<file path="src/rtl/mips_cpu_pkg.sv">
// Shared MIPS CPU types and constants: fetch FSM states, reset vector and NOP encoding.
package mips_cpu_pkg;

   typedef enum logic [1:0] {
      S_IDLE,
      S_FETCH,
      S_VALID
   } ifetch_state_t;

   localparam logic [31:0] RESET_VECTOR = 32'hBFC00000;
   localparam logic [31:0] NOP_WORD     = 32'h00000000;

   function automatic logic [31:0] word_align(input logic [31:0] addr);
      return {addr[31:2], 2'b00};
   endfunction

endpackage

</file>
<file path="src/rtl/mips_cpu_ifetch.sv">
// Instruction fetch: one Avalon-MM read per PC, held for decode under valid/ready.
// Optional misaligned-PC fault detection is built when IFETCH_ALIGN_CHECK_EN is defined.
module mips_cpu_ifetch
   import mips_cpu_pkg::*;
#(
   parameter logic [31:0] RESET_VECTOR = mips_cpu_pkg::RESET_VECTOR,
   parameter logic [31:0] NOP_WORD     = mips_cpu_pkg::NOP_WORD
) (
   input  logic        clk,
   input  logic        reset,
   input  logic [31:0] pc,
   input  logic        flush,
   output logic [31:0] imem_address,
   output logic        imem_read,
   output logic [3:0]  imem_byteenable,
   input  logic        imem_waitrequest,
   input  logic [31:0] imem_readdata,
   output logic [31:0] instr,
   output logic [31:0] instr_pc,
   output logic        instr_valid,
   input  logic        instr_ready,
   output logic        pc_advance,
   output logic        fetch_fault
);

   ifetch_state_t state;
   logic          drop_q;
   logic          fault_q;
   logic          misaligned;

`ifdef IFETCH_ALIGN_CHECK_EN
   assign misaligned = |pc[1:0];
`else
   logic unused_pc_low;
   assign unused_pc_low = ^pc[1:0];
   assign misaligned    = 1'b0;
`endif

   assign imem_address    = word_align(pc);
   assign imem_byteenable = 4'b1111;
   assign imem_read       = (state == S_FETCH) && !misaligned;
   assign instr_valid     = (state == S_VALID);
   assign pc_advance      = instr_valid && instr_ready && !flush;
   assign fetch_fault     = fault_q;

   always_ff @(posedge clk) begin
      if (reset) begin
         state    <= S_IDLE;
         instr    <= NOP_WORD;
         instr_pc <= RESET_VECTOR;
         drop_q   <= 1'b0;
         fault_q  <= 1'b0;
      end else begin
         unique case (state)
            S_IDLE: state <= S_FETCH;
            S_FETCH: begin
               if (misaligned) begin
                  // No bus cycle is started, so a flush simply retries at the current pc.
                  drop_q <= 1'b0;
                  if (!flush) begin
                     state    <= S_VALID;
                     instr    <= NOP_WORD;
                     instr_pc <= pc;
                     fault_q  <= 1'b1;
                  end
               end else if (!imem_waitrequest) begin
                  drop_q <= 1'b0;
                  if (!drop_q && !flush) begin
                     state    <= S_VALID;
                     instr    <= imem_readdata;
                     instr_pc <= imem_address;
                  end
               end else if (flush) begin
                  // An Avalon read cannot be aborted; remember to discard its data.
                  drop_q <= 1'b1;
               end
            end
            S_VALID: begin
               if (flush) begin
                  state   <= S_FETCH;
                  instr   <= NOP_WORD;
                  fault_q <= 1'b0;
               end else if (instr_ready) begin
                  state   <= S_FETCH;
                  fault_q <= 1'b0;
               end
            end
            default: state <= S_IDLE;
         endcase
      end
   end

endmodule

</file>
<file path="config.mk">
export PLATFORM = sky130hd
export DESIGN_NAME = mips_cpu_ifetch
export DESIGN_NICKNAME = d
export VERILOG_FILES = /design/src/rtl/mips_cpu_pkg.sv /design/src/rtl/mips_cpu_ifetch.sv
export SDC_FILE = /design/constraint.sdc
export NUM_CORES = 1
export LEC_CHECK = 0
export CELL_PAD_IN_SITES_DETAIL_PLACEMENT = 1
export CELL_PAD_IN_SITES_GLOBAL_PLACEMENT = 2
export CORE_MARGIN = 1.5
export CORE_UTILIZATION = 24
export DETAILED_ROUTE_END_ITERATION = 6
export GPL_TIMING_DRIVEN = 0
export PLACE_DENSITY_LB_ADDON = 0.1
export SETUP_SLACK_MARGIN = 0.2
export SKIP_CTS_REPAIR_TIMING = 1
export SYNTH_ARGS = -nofsm -noshare
export SYNTH_HDL_FRONTEND = slang
export SYNTH_SLANG_ARGS = --single-unit
</file>
<file path="constraint.sdc">
create_clock -name clk -period 3.5 [get_ports clk]
set_input_delay 0.525 -clock clk [delete_from_list [all_inputs] [get_ports clk]]
set_output_delay 0.525 -clock clk [all_outputs]
set_load 0.02 [all_outputs]
</file>
### After elaboration in Yosys (flattened, before gate mapping)

Index checks and enable logic that the tools add are counted.
W data, S select, Z words.

| storage, ports and cells | value |
|---|---|
| register bits | 66 |
| output and inout port bits | 104 |
| word-level logic and storage cells | 39 |

| cells by class | value |
|---|---|
| equality and inequality tests | 7 |
| muxes and demuxes | 13 |
| bitwise operators | 1 |
| reduce and logical (&&, ||, !) cells | 13 |

Operators by type and width:

| kind | number |
|---|---|
| $mux W32 | 3 |
| $pmux W32 S2 | 1 |
| $mux W2 | 4 |
| $ne A2 B2 Y1 const B | 3 |
| $pmux W2 S3 | 1 |
| $reduce_and A3 Y1 | 2 |
| $mux W1 | 4 |
| $reduce_and A2 Y1 | 2 |
| $reduce_and A4 Y1 | 1 |
| $reduce_bool A2 Y1 | 2 |
| $logic_and A1 B1 Y1 | 3 |
| $ne A3 B2 Y1 const B | 1 |
| $eq A2 B1 Y1 const B | 1 |
| $eq A2 B2 Y1 const B | 1 |
| $logic_not A1 Y1 | 2 |
| $logic_not A2 Y1 | 1 |
| $ne A2 B1 Y1 const B | 1 |
| $not A1 Y1 | 1 |

### Depth between registers and ports, before layout

| depth | value |
|---|---|
| depth after elaboration | 5 |
| gate-level depth with buffers | 5 |
| gate-level depth less buffers | 4 |

### Least setup slack after synthesis

No wires, ideal clock.

| path | value |
|---|---|
| kind | register to output |
| from | reg state[1] |
| to | out pc_advance |
| arrival time | 1.066 ns |
| required time | 2.975 ns |
| path slack | 1.909 ns |
| stages on the path, launching flop included | 3 |
| buffers on the path | 0 |
| cell sequence | dfxtp_1 nor2b_1 and3b_1 |

| on the way | value |
|---|---|
| cells in the longest elaborated chain, start to end | 3 |

RTL lines:

| item | line | RTL |
|---|---|---|
| from (decl) | mips_cpu_ifetch.sv:26 | `ifetch_state_t state;` |
| from (signal assigned) | mips_cpu_ifetch.sv:48 | `state <= S_IDLE;` |
| from (signal assigned) | mips_cpu_ifetch.sv:55 | `S_IDLE: state <= S_FETCH;` |
| from (signal assigned) | mips_cpu_ifetch.sv:61 | `state <= S_VALID;` |
| $eq A2 B2 Y1 | mips_cpu_ifetch.sv:42 | `assign instr_valid = (state == S_VALID);` |
| net instr_valid | mips_cpu_ifetch.sv:20 | `output logic instr_valid,` |
| $logic_and A1 B1 Y1 (2 in a row) | mips_cpu_ifetch.sv:43 | `assign pc_advance = instr_valid && instr_ready && !flush;` |
| to (decl) | mips_cpu_ifetch.sv:22 | `output logic pc_advance,` |

The timed path passes the listed nets, and every way through them passes these cells.

### Final worst setup path

| path | value |
|---|---|
| from | in flush |
| to | out pc_advance |

| on the way | value |
|---|---|
| cells in the longest elaborated chain, start to end | 2 |

RTL lines:

| item | line | RTL |
|---|---|---|
| from (decl) | mips_cpu_ifetch.sv:12 | `input logic flush,` |
| $logic_not A1 Y1 | mips_cpu_ifetch.sv:43 |  |
| $logic_and A1 B1 Y1 | mips_cpu_ifetch.sv:43 |  |

No other way between the ends.

==> flow_metrics.tcl <==
set metrics [dict create \
    switching_power_mw 0.5317 \
    drive_above_1_share 0.1953 \
    critical_path.max_fanout 7 \
    placement_rows 42 \
    timing.rr.start "state[1]" \
    fmaxAchievable_mhz 410.9 \
    period_utilization_post_route 0.6953 \
    synth-xor-area-share 0 \
    layout.cells.non_filler 688 \
    synth.area.mux_share 0.02789 \
    route.detailed.drc 0 \
    ratio_of_routed_vias_to_standard_cells 4.363 \
    n_fill_cell 1522 \
    postLayoutCellArea_um2 5398 \
    areaGrowthSynthToFinish_pct 67.08 \
    tightestPinTransition_ns 0.5989 \
    port_buffers 161 \
    route.final.wire_length_um 10330 \
    net_switching_share_of_the_total_power 0.2505 \
    whs_endpoint "state[0]" \
    synthesis.instances 328 \
    die_area_um2 14170 \
    min_delay_path_depth 1 \
    area_fraction_in_compound_gates_after_synthesis 0.1615 \
    antenna_violations_before_repair 0 \
    synth.yosys.seq_area_share 0.4028 \
    synth_warnings 0 \
    setup_viol 0 \
    pin_count 173 \
    critical_path.top_delay_family "buffers and inverters" \
    arrival_ns 1.91 \
    placement.cell_area_um2 5089 \
    grt_pass1_wl_um 16860 \
    p_int_mw 1.591 \
    required_ns 2.97 \
    critical_path_buf_inv_count 2 \
    cts_num_sinks 65 \
    tritoncts "yes" \
    timing.max_cap.violations 0 \
    worst-setup-path-type "in2out" \
    clock_insertion_delay_worst_skew_ns 0.33 \
    run_status "completed" \
    path_cells "clkdlybuf4s50_1 > and3b_1 > clkdlybuf4s50_1" \
    start_kind "input port" \
    worst_ir_drop_vdd_v 0.0002383 \
    pwr_dens_nw_per_um2 393.2 \
    synth_enable_flop_cells 0 \
    syn_avg_cell_area_um2 9.849 \
    clk_pin_slew_ns 0.05 \
    placed_cells 672 \
    diodes 0 \
    startpoint "flush" \
    synthesis_stage_register_bit_count 65 \
    slowest_delay_ns 0.62 \
    die_x_um 119.0 \
    cell_at_the_root_of_the_clock_tree "sky130_fd_sc_hd__clkbuf_16" \
    final_common_cell "sky130_fd_sc_hd__clkdlybuf4s50_1" \
    ff2ff_path_depth 4 \
    drt_iter0_drc 113 \
    dieHeight_um 119.0 \
    power.combinational.fraction 0.196 \
    worstSetupEndpointType "output port" \
    yosys.area_share.simple 0.2653 \
    finalWorstPathRequiredPeriod_ns 2.434 \
    final_nets 576 \
    cts_inserted_buffers 9 \
    top_library_cells_by_usage_in_the_layout_fill_and_taps_aside "161 x sky130_fd_sc_hd__clkdlybuf4s50_1, 65 x sky130_fd_sc_hd__dfxtp_1, 42 x sky130_fd_sc_hd__o21ai_0, 39 x sky130_fd_sc_hd__buf_4" \
    final_hold_viol_count 0 \
    min-delay-start "state[1]" \
    cp_most_frequent_cell "sky130_fd_sc_hd__clkdlybuf4s50_1" \
    drv_slew 0 \
    vias 3002 \
    place_congestion 0.6839 \
    post-dp-hpwl_um 7568 \
    largest_net_degree_at_the_start_of_global_routing 11 \
    setup_tns_ns 0 \
    clk_path_buf_depth 2 \
    async_reset_ff_frac 0 \
    drt-wirelength-per-cell_um 15.01 \
    synth_cell_types 27 \
    groute.usage.overall 0.1524 \
    synth.cell_area_um2 3231 \
    drt.antenna.violating_nets 0 \
    worst_r2r_endpoint "instr[10]" \
    finClkSkew_ns 0.003615 \
    globalRoute.totalOverflow 0 \
    drt-pass1-iter-count 4 \
    crit_path_slowest_cell "sky130_fd_sc_hd__clkdlybuf4s50_1" \
    reg2reg_setup_slack_ns 1.78 \
    slew_headroom 0.6007 \
    grt_setup_unrepaired "no" \
    dp_slack_ns 1.043 \
    synth_fa_ha_area_frac 0 \
    synth_top_flop_cell "sky130_fd_sc_hd__dfxtp_1" \
    power.sequential.fraction 0.368 \
    clock_power_share 0.437 \
    core_region_area_um2 13190 \
    vias_in_the_first_global_route 3233 \
    floorplan.initialDensity 0.2449 \
    layout_setup_ws_ns 1.066 \
    power_leakage_nw 1.969 \
    cts-htree-levels 3 \
    kind_of_path_behind_the_tightest_hold_check "reg2reg" \
    main_combinational_cell_family_by_area_after_synthesis "simple AND/OR/NAND/NOR gates" \
]
[kinds of logic (layout without fill, tap and decap cells)]
family,count (synthesis),in the layout
other,2,9
flip-flops,65,65
AND/OR/NAND/NOR,102,102
AO/OA/AOI/OAI,79,79
buffers and inverters,71,248
multiplexers,9,9
[metal layers]
| metal | wire length, um | part of all wire | track usage | up-vias |
|---|---|---|---|---|
| met3 | 791 | 0.077 | 0.06897 | 4 |
| met5 | 0 | 0 | 0 | - |
| li1 | - | - | - | 1462 |
| met1 | 4387 | 0.42 | 0.1760 | 1434 |
| met2 | 5088 | 0.49 | 0.2572 | 102 |
| met4 | 58 | 0.0056 | 0.03614 | 0 |
[Yosys cell counts (4+ instances only)]
cell	instances	share of area
sky130_fd_sc_hd__buf_4	39	0.091
sky130_fd_sc_hd__buf_2	8	0.012
sky130_fd_sc_hd__nor2_1	19	0.022
sky130_fd_sc_hd__nor2b_1	22	0.043
sky130_fd_sc_hd__clkbuf_1	18	0.021
sky130_fd_sc_hd__a31o_2	5	0.014
sky130_fd_sc_hd__a31o_1	27	0.073
sky130_fd_sc_hd__buf_6	4	0.014
sky130_fd_sc_hd__nand2b_1	22	0.043
sky130_fd_sc_hd__dfxtp_1	65	0.40
sky130_fd_sc_hd__o21ai_0	42	0.065
sky130_fd_sc_hd__mux2i_1	9	0.028
sky130_fd_sc_hd__nor4b_2	27	0.13
[worst register-to-register path, delay by kind of cell (launching register included)]
kind / cells / cell delay, ns
AND/OR/NAND/NOR: 1 / 0.16
AO/OA/AOI/OAI: 2 / 0.73
flip-flops: 1 / 0.31
buffers and inverters: 1 / 0.46
[flip-flops by register name, indices dropped and copies added, names as in the netlist]
signal	flops
instr_pc	30
instr	32
state	2
drop_q	1
[how the worst max path moves through the flow]
| stage | endpoint | slack [ns] | cells after the start |
|---|---|---|---|
| final | pc_advance | 1.07 | 3 |
| after floorplan | pc_advance | 1.91 | 2 |
| after CTS | pc_advance | 1.04 | 3 |
| after global placement | pc_advance | 1.06 | 3 |
| after global routing | pc_advance | 1.02 | 3 |
| after detailed placement | instr_pc[27] | 1.04 | 5 |
[stage by stage]
stage | utilization | total power, mW | hold WS, ns
finish | 0.4092 | 2.123 | 0.4712
detailed placement | 0.3858 | 1.218 | 0.4647
CTS | 0.4092 | 2.171 | 0.4770
floorplan | - | 1.010 | 0.4340
global route | 0.4092 | 2.225 | 0.4917
global placement | 0.3858 | 1.214 | 0.4444
[cell type report]
| class | instances | area [um2] | area share |
|---|---|---|---|
| Timing Repair Buffer | 161 | 1612 | 0.2986 |
| Multi-Input combinational cell | 199 | 1503 | 0.2784 |
| Sequential cell | 65 | 1301 | 0.2411 |
| Buffer | 69 | 445.4 | 0.08252 |
| Clock buffer | 14 | 274.0 | 0.05076 |
| Tap cell | 176 | 220.2 | 0.04080 |
| Clock inverter | 2 | 35.03 | 0.006490 |
| Inverter | 2 | 7.507 | 0.001391 |
[power groups by stage]
stage	clock network, mW	logic (mW)	registers [mW]
finish	0.927	0.415	0.781
detailed placement	0	0.421	0.797
global route	0.993	0.448	0.784
floorplan	0	0.185	0.824
CTS	0.967	0.424	0.781
global placement	0	0.419	0.795
(Power assumes the default switching activity.)
